[src/rtl/ux607_qspi_xip_ncs.sv]
`default_nettype none
// ============================================================================
// Module   : ux607_qspi_xip_ncs
// Purpose  : ICB-native QSPI flash read controller (execute-in-place) with
//            CS_NUM chip selects. It has a small CSR window (CTRL, STATUS),
//            a runtime-selectable single (0x03) or quad-output fast read
//            (0x6B) mode, and a programmable SCK divider. One transaction
//            is outstanding at a time, and only word reads reach flash.
// Ports    : clk, rst_n            clock, asynchronous active-low reset
//            i_icb_cmd_*          ICB command channel (valid/ready/addr/read/wdata)
//            i_icb_rsp_*          ICB response channel (valid/ready/rdata/err)
//            io_port_sck          SPI clock, mode 0 (idle low)
//            io_port_dq_{0..3}_*  data pads (_i input, _o output, _oe enable)
//            io_port_cs           active-low chip selects, one per device
// Revision : 1.0 - initial release
// ============================================================================
module ux607_qspi_xip_ncs #(
    parameter int         ADDR_W      = 32,
    parameter int         CS_NUM      = 2,
    parameter int         CS_SEL_LSB  = 24,
    parameter int         CSR_SEL_BIT = 28,
    parameter logic [7:0] SCKDIV_RST  = 8'd3,
    parameter int         CSHI_CYC    = 4
) (
    input  logic              clk,
    input  logic              rst_n,
    input  logic              i_icb_cmd_valid,
    output logic              i_icb_cmd_ready,
    input  logic [ADDR_W-1:0] i_icb_cmd_addr,
    input  logic              i_icb_cmd_read,
    input  logic [31:0]       i_icb_cmd_wdata,
    output logic              i_icb_rsp_valid,
    input  logic              i_icb_rsp_ready,
    output logic [31:0]       i_icb_rsp_rdata,
    output logic              i_icb_rsp_err,
    output logic              io_port_sck,
    input  logic              io_port_dq_0_i,
    output logic              io_port_dq_0_o,
    output logic              io_port_dq_0_oe,
    input  logic              io_port_dq_1_i,
    output logic              io_port_dq_1_o,
    output logic              io_port_dq_1_oe,
    input  logic              io_port_dq_2_i,
    output logic              io_port_dq_2_o,
    output logic              io_port_dq_2_oe,
    input  logic              io_port_dq_3_i,
    output logic              io_port_dq_3_o,
    output logic              io_port_dq_3_oe,
    output logic [CS_NUM-1:0] io_port_cs
);

    localparam int         CS_W         = $clog2(CS_NUM);
    localparam int         CSHI_W       = (CSHI_CYC < 2) ? 1 : $clog2(CSHI_CYC + 1);
    localparam logic [7:0] c_CMD_SINGLE = 8'h03;
    localparam logic [7:0] c_CMD_QUAD   = 8'h6B;

    typedef enum logic [2:0] {
        S_IDLE  = 3'd0,
        S_CMD   = 3'd1,
        S_ADDR  = 3'd2,
        S_DUMMY = 3'd3,
        S_DATA  = 3'd4,
        S_END   = 3'd5,
        S_RSP   = 3'd6
    } state_t;

    state_t              r_state_q,   w_state_d;
    logic                r_sck_q,     w_sck_d;
    logic [CS_NUM-1:0]   r_cs_q,      w_cs_d;
    logic [31:0]         r_tx_q,      w_tx_d;
    logic [31:0]         r_rx_q,      w_rx_d;
    logic                r_dq0_oe_q,  w_dq0_oe_d;
    logic                r_wphold_q,  w_wphold_d;
    logic [7:0]          r_div_cnt_q, w_div_cnt_d;
    logic [7:0]          r_div_q,     w_div_d;
    logic                r_quad_q,    w_quad_d;
    logic [6:0]          r_rise_q,    w_rise_d;
    logic [CSHI_W-1:0]   r_cshi_q,    w_cshi_d;
    logic                r_rsp_valid_q, w_rsp_valid_d;
    logic [31:0]         r_rsp_rdata_q, w_rsp_rdata_d;
    logic                r_rsp_err_q,   w_rsp_err_d;
    logic                r_ctrl_quad_q,   w_ctrl_quad_d;
    logic [7:0]          r_ctrl_sckdiv_q, w_ctrl_sckdiv_d;

    logic                w_accept;
    logic                w_is_csr;
    logic [1:0]          w_csr_off;
    logic [CS_W-1:0]     w_chip;
    logic [CS_NUM-1:0]   w_cs_sel;
    logic                w_tick;
    logic [6:0]          w_n_total;
    logic                w_unused;

    assign w_is_csr  = i_icb_cmd_addr[CSR_SEL_BIT];
    assign w_csr_off = i_icb_cmd_addr[3:2];
    assign w_chip    = i_icb_cmd_addr[CS_SEL_LSB +: CS_W];
    assign w_tick    = (r_div_cnt_q == r_div_q);
    assign w_n_total = r_quad_q ? 7'd48 : 7'd64;
    // Address/wdata bits outside the decoded fields are intentionally ignored.
    assign w_unused  = ^{i_icb_cmd_addr, i_icb_cmd_wdata};

    // Gap counter gates new commands so CS stays high long enough between transfers.
    assign i_icb_cmd_ready = (r_state_q == S_IDLE) && (r_cshi_q == '0);
    assign w_accept        = i_icb_cmd_valid && i_icb_cmd_ready;

    always_comb begin
        w_cs_sel         = '1;
        w_cs_sel[w_chip] = 1'b0;
    end

    always_comb begin
        w_state_d       = r_state_q;
        w_sck_d         = r_sck_q;
        w_cs_d          = r_cs_q;
        w_tx_d          = r_tx_q;
        w_rx_d          = r_rx_q;
        w_dq0_oe_d      = r_dq0_oe_q;
        w_wphold_d      = r_wphold_q;
        w_div_cnt_d     = r_div_cnt_q;
        w_div_d         = r_div_q;
        w_quad_d        = r_quad_q;
        w_rise_d        = r_rise_q;
        w_cshi_d        = (r_cshi_q != '0) ? (r_cshi_q - CSHI_W'(1)) : r_cshi_q;
        w_rsp_valid_d   = r_rsp_valid_q;
        w_rsp_rdata_d   = r_rsp_rdata_q;
        w_rsp_err_d     = r_rsp_err_q;
        w_ctrl_quad_d   = r_ctrl_quad_q;
        w_ctrl_sckdiv_d = r_ctrl_sckdiv_q;

        case (r_state_q)
            S_IDLE: begin
                if (w_accept) begin
                    if (w_is_csr) begin
                        w_state_d     = S_RSP;
                        w_rsp_valid_d = 1'b1;
                        w_rsp_err_d   = 1'b0;
                        w_rsp_rdata_d = 32'h0;
                        if (w_csr_off == 2'd0) begin
                            if (i_icb_cmd_read) begin
                                w_rsp_rdata_d = {16'h0, r_ctrl_sckdiv_q, 7'h0, r_ctrl_quad_q};
                            end else begin
                                w_ctrl_quad_d   = i_icb_cmd_wdata[0];
                                w_ctrl_sckdiv_d = i_icb_cmd_wdata[15:8];
                            end
                        end
                        // STATUS.busy reads 0: the bus only sees it while idle.
                    end else if (!i_icb_cmd_read) begin
                        w_state_d     = S_RSP;
                        w_rsp_valid_d = 1'b1;
                        w_rsp_err_d   = 1'b1;
                        w_rsp_rdata_d = 32'h0;
                    end else begin
                        w_state_d   = S_CMD;
                        w_cs_d      = w_cs_sel;
                        w_sck_d     = 1'b0;
                        w_div_cnt_d = 8'd0;
                        w_rise_d    = 7'd0;
                        w_div_d     = r_ctrl_sckdiv_q;
                        w_quad_d    = r_ctrl_quad_q;
                        w_tx_d      = {(r_ctrl_quad_q ? c_CMD_QUAD : c_CMD_SINGLE),
                                       i_icb_cmd_addr[23:2], 2'b00};
                        w_rx_d      = 32'h0;
                        w_dq0_oe_d  = 1'b1;
                        w_wphold_d  = 1'b1;
                    end
                end
            end

            S_CMD, S_ADDR, S_DUMMY, S_DATA: begin
                if (w_tick) begin
                    w_div_cnt_d = 8'd0;
                    w_sck_d     = ~r_sck_q;
                    if (!r_sck_q) begin
                        // Rising edge: count it and capture read data.
                        w_rise_d = r_rise_q + 7'd1;
                        if (r_state_q == S_DATA) begin
                            w_rx_d = r_quad_q ?
                                {r_rx_q[27:0], io_port_dq_3_i, io_port_dq_2_i,
                                 io_port_dq_1_i, io_port_dq_0_i} :
                                {r_rx_q[30:0], io_port_dq_1_i};
                        end
                    end else begin
                        // Falling edge: advance the output bit and the phase.
                        w_tx_d = {r_tx_q[30:0], 1'b0};
                        if (r_rise_q == w_n_total) begin
                            w_cs_d     = '1;
                            w_dq0_oe_d = 1'b0;
                            w_wphold_d = 1'b0;
                            w_cshi_d   = CSHI_W'(CSHI_CYC);
                            w_state_d  = S_END;
                        end else if (r_rise_q == 7'd8) begin
                            w_state_d = S_ADDR;
                        end else if (r_rise_q == 7'd32) begin
                            w_dq0_oe_d = 1'b0;
                            if (r_quad_q) begin
                                w_state_d  = S_DUMMY;
                                w_wphold_d = 1'b0;
                            end else begin
                                w_state_d = S_DATA;
                            end
                        end else if ((r_rise_q == 7'd40) && (r_state_q == S_DUMMY)) begin
                            w_state_d = S_DATA;
                        end
                    end
                end else begin
                    w_div_cnt_d = r_div_cnt_q + 8'd1;
                end
            end

            S_END: begin
                // First flash byte arrived in the top byte; bus wants it at [7:0].
                w_state_d     = S_RSP;
                w_rsp_valid_d = 1'b1;
                w_rsp_err_d   = 1'b0;
                w_rsp_rdata_d = {r_rx_q[7:0], r_rx_q[15:8], r_rx_q[23:16], r_rx_q[31:24]};
            end

            S_RSP: begin
                if (i_icb_rsp_ready) begin
                    w_rsp_valid_d = 1'b0;
                    w_state_d     = S_IDLE;
                end
            end

            default: begin
                w_state_d = S_IDLE;
            end
        endcase
    end

    always_ff @(posedge clk or negedge rst_n) begin
        if (!rst_n) begin
            r_state_q       <= S_IDLE;
            r_sck_q         <= 1'b0;
            r_cs_q          <= '1;
            r_tx_q          <= 32'h0;
            r_rx_q          <= 32'h0;
            r_dq0_oe_q      <= 1'b0;
            r_wphold_q      <= 1'b0;
            r_div_cnt_q     <= 8'd0;
            r_div_q         <= 8'd0;
            r_quad_q        <= 1'b0;
            r_rise_q        <= 7'd0;
            r_cshi_q        <= '0;
            r_rsp_valid_q   <= 1'b0;
            r_rsp_rdata_q   <= 32'h0;
            r_rsp_err_q     <= 1'b0;
            r_ctrl_quad_q   <= 1'b0;
            r_ctrl_sckdiv_q <= SCKDIV_RST;
        end else begin
            r_state_q       <= w_state_d;
            r_sck_q         <= w_sck_d;
            r_cs_q          <= w_cs_d;
            r_tx_q          <= w_tx_d;
            r_rx_q          <= w_rx_d;
            r_dq0_oe_q      <= w_dq0_oe_d;
            r_wphold_q      <= w_wphold_d;
            r_div_cnt_q     <= w_div_cnt_d;
            r_div_q         <= w_div_d;
            r_quad_q        <= w_quad_d;
            r_rise_q        <= w_rise_d;
            r_cshi_q        <= w_cshi_d;
            r_rsp_valid_q   <= w_rsp_valid_d;
            r_rsp_rdata_q   <= w_rsp_rdata_d;
            r_rsp_err_q     <= w_rsp_err_d;
            r_ctrl_quad_q   <= w_ctrl_quad_d;
            r_ctrl_sckdiv_q <= w_ctrl_sckdiv_d;
        end
    end

    assign i_icb_rsp_valid = r_rsp_valid_q;
    assign i_icb_rsp_rdata = r_rsp_rdata_q;
    assign i_icb_rsp_err   = r_rsp_err_q;
    assign io_port_sck     = r_sck_q;
    assign io_port_cs      = r_cs_q;
    // The shift register empties to zero once cmd/addr are out, so dq0 idles low.
    assign io_port_dq_0_o  = r_tx_q[31];
    assign io_port_dq_0_oe = r_dq0_oe_q;
    assign io_port_dq_1_o  = 1'b0;
    assign io_port_dq_1_oe = 1'b0;
    // WP#/HOLD# are held high while driven.
    assign io_port_dq_2_o  = r_wphold_q;
    assign io_port_dq_2_oe = r_wphold_q;
    assign io_port_dq_3_o  = r_wphold_q;
    assign io_port_dq_3_oe = r_wphold_q;

endmodule
`default_nettype wire
[config.mk]
export PLATFORM = sky130hd
export DESIGN_NAME = ux607_qspi_xip_ncs
export DESIGN_NICKNAME = d
export VERILOG_FILES = /design/src/rtl/ux607_qspi_xip_ncs.sv
export SDC_FILE = /design/constraint.sdc
export NUM_CORES = 1
export LEC_CHECK = 0
export ABC_CLOCK_PERIOD_IN_PS = 4250
export BUFFER_PORTS_ARGS = -buffer_cell sky130_fd_sc_hd__buf_2
export CORE_MARGIN = 4
export CORE_UTILIZATION = 42
export DETAILED_ROUTE_END_ITERATION = 8
export PLACE_DENSITY_LB_ADDON = 0.3
export SETUP_SLACK_MARGIN = 0.05
export SLEW_MARGIN = 40
export SYNTH_ARGS = -nofsm -noshare
export SYNTH_HDL_FRONTEND = slang
export SYNTH_SLANG_ARGS = --single-unit
[constraint.sdc]
create_clock -name clk -period 4.25 [get_ports clk]
set_clock_uncertainty 0.05 [all_clocks]
set_input_delay 0.85 -clock clk [delete_from_list [all_inputs] [get_ports clk]]
set_output_delay 0.85 -clock clk [all_outputs]
set_load 0.01 [all_outputs]
==> impl_metrics.ini, run 1 <==
[worst_setup_path]
worstSetupStartpointType = flip-flop
endpoint_kind = flip-flop
crit_start = r_state_q[1]$_DFFE_PN0P_
worst_path_largest_cell_delay_ns = 0.55
cp_data_arrival_time_ns = 3.14
r2r_slack_ns = 1.37
rr_worst_depth = 7
cp_common_cell = buf_4
r2r-start = r_state_q[1]$_DFFE_PN0P_
worstPathMaxFanout = 40
critical-path-slowest-cell = dfrtp_1
crit_type = flip-flop to flip-flop
reg2reg_to = r_rx_q[2]$_DFFE_PN0P_
crit_chain = or3_1 > nand2_1 > buf_4 > a21o_1 > and3_1 > buf_4 > mux2_2
cp.required_ns = 4.51

[floorplan]
rows = 46
start_util = 0.427
die_area_sq_um = 18100
die_x_microns = 135
ioPinCount = 119
die_h_microns = 135
core_area_sq_um = 15800

[synth]
syn_inst = 602
ys_top_cells_by_area = dfrtp_1, mux2_2, mux2i_1
yosys.area.top_type = dfrtp_1
synthesis.area_sq_um = 6730
synth_top_area_frac = 0.505
yosys_warnings = 0
yosys.cell_types.count = 59
synth_edf_count = 0
syn_area_per_cell_sq_um = 11.2
synth-main-ff-cell = dfrtp_1
synthArstFlopShare = 1.00
ys_seq_area_frac = 0.521
ys_ff_latch = 140

[clock_tree]
cts_resized = 0
clk_latency_ns = 0.42
cts_tree = built
post_cts_buffers = 0
clock_sinks = 140
clockBufferDepth = 2
path_clk_slew_ns = 0.06
hold_buffers = 0
htree_levels = 4
cts-buffers-inserted = 17
root_buffer = clkbuf_16

[drt]
ant_nets = 0
drc = 0
routed-wl-met3_microns = 498
first_pass_iters = 4
highest_layer = met4
finalWirelength_mm = 15.1
viasPerCell = 5.49
detail_route.iter0.violations = 300
met2_length_mm = 7.33
via_count = 4959
wl_met1_mm = 7.00
wl_per_cell_microns = 16.7

[worst_hold_path]
worstHoldPathType = input port to async pin

[cells_and_area]
area_growth_pct = 17.4
ff_latch_area_sq_um = 3510
multi_input_area_sq_um = 2980
final_net_count = 754
drive_above_1_share = 0.275
n_antenna_cell = 0
nFillCells = 1455
fin_util = 0.501

[sta]
rsz0062_at_grt = false
finalSetupViolations = 0
slew_viol_final = 0
max_slew_margin = 0.485
max_freq_mhz = 347
hold_viol = 0
finalCritPeriodShare = 0.679
tns_ns = 0
period_needed_ns = 2.88
worst_slew_pin_slew_ns = 0.768

[power]
power_mw = 5.62
powerDensity_nw_per_um2 = 711
cellLeakagePower_nw = 3.67
vdd_drop_max_v = 0.000498

[global_routing]
antenna_found_initial = 0
grt_pass1_wl_mm = 25.7
overflow = 0
grt_pass1_vias = 4950
grt_max_degree = 106
grt_use_total = 0.176

[run_status]
outcome = completed

[place]
io_buffer_count = 85
gp_congestion = 0.869
hpwl_mm = 10.2

[job]
cap_violations = 0
-- cell families (layout without fill, tap and decap cells) --
kind of cell,count (synthesis),count (layout),synth area share
buffers and inverters,56,141,0.0401
DFF,140,140,0.521
xor gates and xnor gates,11,11,0.0143
and+or+nand+nor,155,155,0.117
adders and majority gates,6,6,0.0112
muxes,80,80,0.127
AOI/OAI and AO/OA,153,153,0.169
other,1,2,0.000557
-- placed cells by master, fill, tap and decap left out, types with 10 or more instances in the layout --
cell type,n
a22oi_1,10
mux2i_1,39
clkbuf_16,17
o21ai_0,23
nor2_1,47
a22o_1,29
o22ai_1,24
buf_2,84
nand2_1,54
dfrtp_1,135
buf_4,11
mux2_2,38
a2bb2oi_1,25
inv_1,11
-- area by class of cell --
type | count | area share
multi-input combinational | 407 | 0.377
clock buffer | 24 | 0.0597
timing repair buffer | 98 | 0.0704
tap | 216 | 0.0342
inverter | 11 | 0.00522
clock inverter | 8 | 0.00886
sequential | 140 | 0.444
-- cells in the mapped netlist, drive strengths merged (2+ instances only) --
| master | count |
|---|---|
| a2111oi | 2 |
| a211oi | 4 |
| a21o | 5 |
| a21oi | 10 |
| a22o | 29 |
| a22oi | 10 |
| a2bb2oi | 25 |
| and3 | 5 |
| buf | 24 |
| clkbuf | 21 |
| dfrtp | 136 |
| dfstp | 4 |
| ha | 6 |
| inv | 11 |
| mux2 | 41 |
| mux2i | 39 |
| nand2 | 54 |
| nand2b | 2 |
| nand3 | 7 |
| nand3b | 2 |
| nand4 | 3 |
| nand4b | 2 |
| nor2 | 49 |
| nor3 | 7 |
| nor4 | 6 |
| o21a | 4 |
| o21ai | 24 |
| o22a | 3 |
| o22ai | 24 |
| o31ai | 7 |
| o41ai | 4 |
| or2 | 3 |
| or3 | 2 |
| or3b | 3 |
| or4 | 5 |
| xnor2 | 2 |
| xor2 | 9 |
-- stage by stage --
step                      worst slack (ns)  hold WS [ns]  instances  area, sq um
after global placement               0.618         0.413        869         7300
after floorplan                       1.93         0.408        603         6740
after detailed placement              1.38         0.416        871         7330
final                                 1.37         0.231        904         7910
after global routing                  1.17         0.241        904         7910
after CTS                             1.36         0.428        903         7870
-- critical path: cells and delay by family, from the launching register on --
family / cells / cell delay (ns)
AO/OA/AOI/OAI: 1 / 0.22
buffers and inverters: 2 / 0.78
flip-flops: 1 / 0.55
multiplexers: 1 / 0.39
AND/OR/NAND/NOR: 3 / 0.75
-- state kept, by name (all words and copies together), names as in the netlist --
name / flops
r_ctrl_sckdiv_q: 8
io_port_dq_0_oe: 1
r_state_q: 3
r_div_cnt_q: 8
r_cshi_q: 3
r_rx_q: 32
r_rise_q: 7
io_port_dq_2_o: 1
r_div_q: 8
r_tx_q: 30
i_icb_rsp_valid: 1
i_icb_rsp_err: 1
i_icb_rsp_rdata: 32
r_ctrl_quad_q: 1
io_port_sck: 1
io_port_cs: 2
r_quad_q: 1
-- worst max-delay path by stage --
stage,to,slack (ns),cells after the start
floorplan,i_icb_rsp_rdata[22]$_DFFE_PN0P_,1.93,6
global placement,r_cshi_q[2]$_DFF_PN0_,0.62,5
detailed placement,r_rx_q[26]$_DFFE_PN0P_,1.38,7
CTS,r_rx_q[23]$_DFFE_PN0P_,1.36,7
global route,r_rx_q[2]$_DFFE_PN0P_,1.17,7
finish,r_rx_q[2]$_DFFE_PN0P_,1.37,7
-- report_power, final --
group          internal [mW]  switching [mW]
clock                  0.829           0.546
combinational          0.944            1.22
sequential              1.70           0.380
-- per-layer routing --
layer	vias to the layer above	track usage
li1	2352	-
met3	18	0.0387
met4	0	0.0594
met1	2495	0.247
met5	-	0
met2	94	0.274
Power figures use the tool's default switching activity.
==> run 2: changes to the inputs <==
- ABC_CLOCK_PERIOD_IN_PS: 4250 -> 2370
- clock period: 4.25 -> 2.37 ns (I/O delays scaled with it)
==> run 2 against run 1 <==
  * Final cell count increased by 3.5%
  * Register-to-register slack lost 1.3 ns
  * Sequential share of layout area decreased by 1.9 points
  * Setup slack worse by 1.3 ns
  * First-iteration DRC count fell by 4.0%
  * Global-route usage is 0.53 points lower
  * Clock power rose by 80%
  * Worst hold slack worse by 0.081 ns
  * Critical path type unchanged
  * Largest power group unchanged
==> impl_metrics.ini, run 2 (synthesized netlist as in run 1, its figures left out) <==
[job]
cap_violations = 0

[power]
vdd_drop_max_v = 0.000608
powerDensity_nw_per_um2 = 1300
cellLeakagePower_nw = 3.84

[place]
io_buffer_count = 85
gp_congestion = 0.836
dpl_worst_slack_ns = 0.0315
hpwl_mm = 10.4

[drt]
ant_nets = 0
viasPerCell = 5.47
drc = 0
wl_per_cell_microns = 16.5
via_count = 5121
finalWirelength_mm = 15.4
detail_route.iter0.violations = 288
first_pass_iters = 5

[clock_tree]
root_buffer = clkbuf_16
path_clk_slew_ns = 0.06
clk_latency_ns = 0.43
clockBufferDepth = 2
clock_sinks = 140
cts-buffers-inserted = 17
cts_tree = built
htree_levels = 4

[sta]
period_needed_ns = 2.28
max_slew_margin = 0.569
tns_ns = 0
max_freq_mhz = 439
finalSetupViolations = 0
slew_viol_final = 0
finalCritPeriodShare = 0.960
fin_ws_ns = 0.0945
hold_viol = 0
rsz0062_at_grt = true
worst_slew_pin_slew_ns = 0.645

[global_routing]
grt_pass1_wl_mm = 25.1
overflow = 0
grt_max_degree = 52
grt_pass1_vias = 4991
antenna_found_initial = 0
grt_use_total = 0.171

[cells_and_area]
area_growth_pct = 22.6
layout_common_cells = dfrtp_1, buf_2, nand2_1
fin_util = 0.523
final_net_count = 786
drive_above_1_share = 0.322
final_common_cell = dfrtp_1
n_antenna_cell = 0

[worst_hold_path]
worstHoldPathType = input port to flip-flop
hold_start = i_icb_cmd_addr[24]
worstHoldEndpoint = io_port_cs[1]$_DFFE_PN1P_
hold_depth = 2

[worst_setup_path]
crit_type = flip-flop to flip-flop
critical-path-slowest-cell = dfrtp_1
cp_data_arrival_time_ns = 2.53
endpoint_kind = flip-flop
r2r_slack_ns = 0.09
reg2reg_to = r_rx_q[16]$_DFFE_PN0P_
worstSetupStartpointType = flip-flop
crit_chain = xor2_1 > nor4_4 > buf_4 > a21o_1 > and3_2 > clkbuf_16 > mux2_2
cp_top_family = simple AND/OR/NAND/NOR gates
cp.required_ns = 2.62
cp.depth = 7
worst_path_largest_cell_delay_ns = 0.42
rr_worst_depth = 7
worstPathMaxFanout = 16
path_buf_inv = 2
r2r-start = r_div_cnt_q[1]$_DFFE_PN0P_

[floorplan]
ioPinCount = 119
die_h_microns = 135
die_area_sq_um = 18100
rows = 46
core_area_sq_um = 15800
start_util = 0.427
die_x_microns = 135

[run_status]
outcome = completed
run 2: cell types whose count changed in the layout (fill, tap and decap cells not counted), sizes merged:
| cell | change |
|---|---|
| clkbuf | -2 |
| dlygate4sd3 | +1 |
| clkinv | +1 |
| buf | +30 |
| clkinvlp | +2 |
run 2: metrics by stage:
stage | cells | hold slack (ns) | instance area (sq um) | total power, mW
floorplan | 603 | 0.128 | 6740 | 6.64
global placement | 897 | 0.354 | 7540 | 7.83
detailed placement | 897 | 0.364 | 7550 | 7.95
CTS | 931 | 0.141 | 8120 | 10.4
global route | 936 | 0.156 | 8250 | 11.4
finish | 936 | 0.151 | 8250 | 10.7
run 2: how the worst max path moves through the flow:
stage                                     startpoint                              end  slack [ns]
after floorplan                r_cshi_q[0]$_DFF_PN0_  i_icb_rsp_rdata[22]$_DFFE_PN0P_        0.16
after global placement    r_div_cnt_q[0]$_DFFE_PN0P_           r_tx_q[24]$_DFFE_PN0P_       -0.03
after detailed placement     r_rise_q[1]$_DFFE_PN0P_         r_state_q[1]$_DFFE_PN0P_        0.03
after CTS                    r_rise_q[1]$_DFFE_PN0P_         r_state_q[2]$_DFFE_PN0P_        0.02
after global routing           r_cshi_q[0]$_DFF_PN0_          r_rise_q[3]$_DFFE_PN0P_       -0.01
final                     r_div_cnt_q[1]$_DFFE_PN0P_           r_rx_q[16]$_DFFE_PN0P_        0.09
run 2: area by class of cell:
class,count,area (sq um)
fillers,1417,7520
flip-flops and latches,140,3510
multi-input cells,407,3060
repair buffers,130,827
clock buffers,21,450
well taps,216,270
clock inverters,11,97.6
inverters,11,41.3
run 2: what timing repair did:
item | CTS | global route
hold buffers | 1 | 0
gates cloned | 0 | 1
gates resized for setup | 1 | 16
setup buffers | 1 | 4
endpoints found under the hold margin | 34 | 0
setup endpoints to repair | 2 | 62
pin swaps | 1 | 6
run 2: layer usage:
layer | global-route usage | wire length [microns]
met5 | 0 | 0
met4 | 0.0543 | 214
met3 | 0.0406 | 608
met2 | 0.273 | 7390
met1 | 0.232 | 7220
run 2: report_power, final:
group          internal (mW)  total [mW]  switching, mW
Sequential              3.05        3.54          0.490
Combinational           2.15        4.72           2.57
Clock                   1.46        2.47           1.00
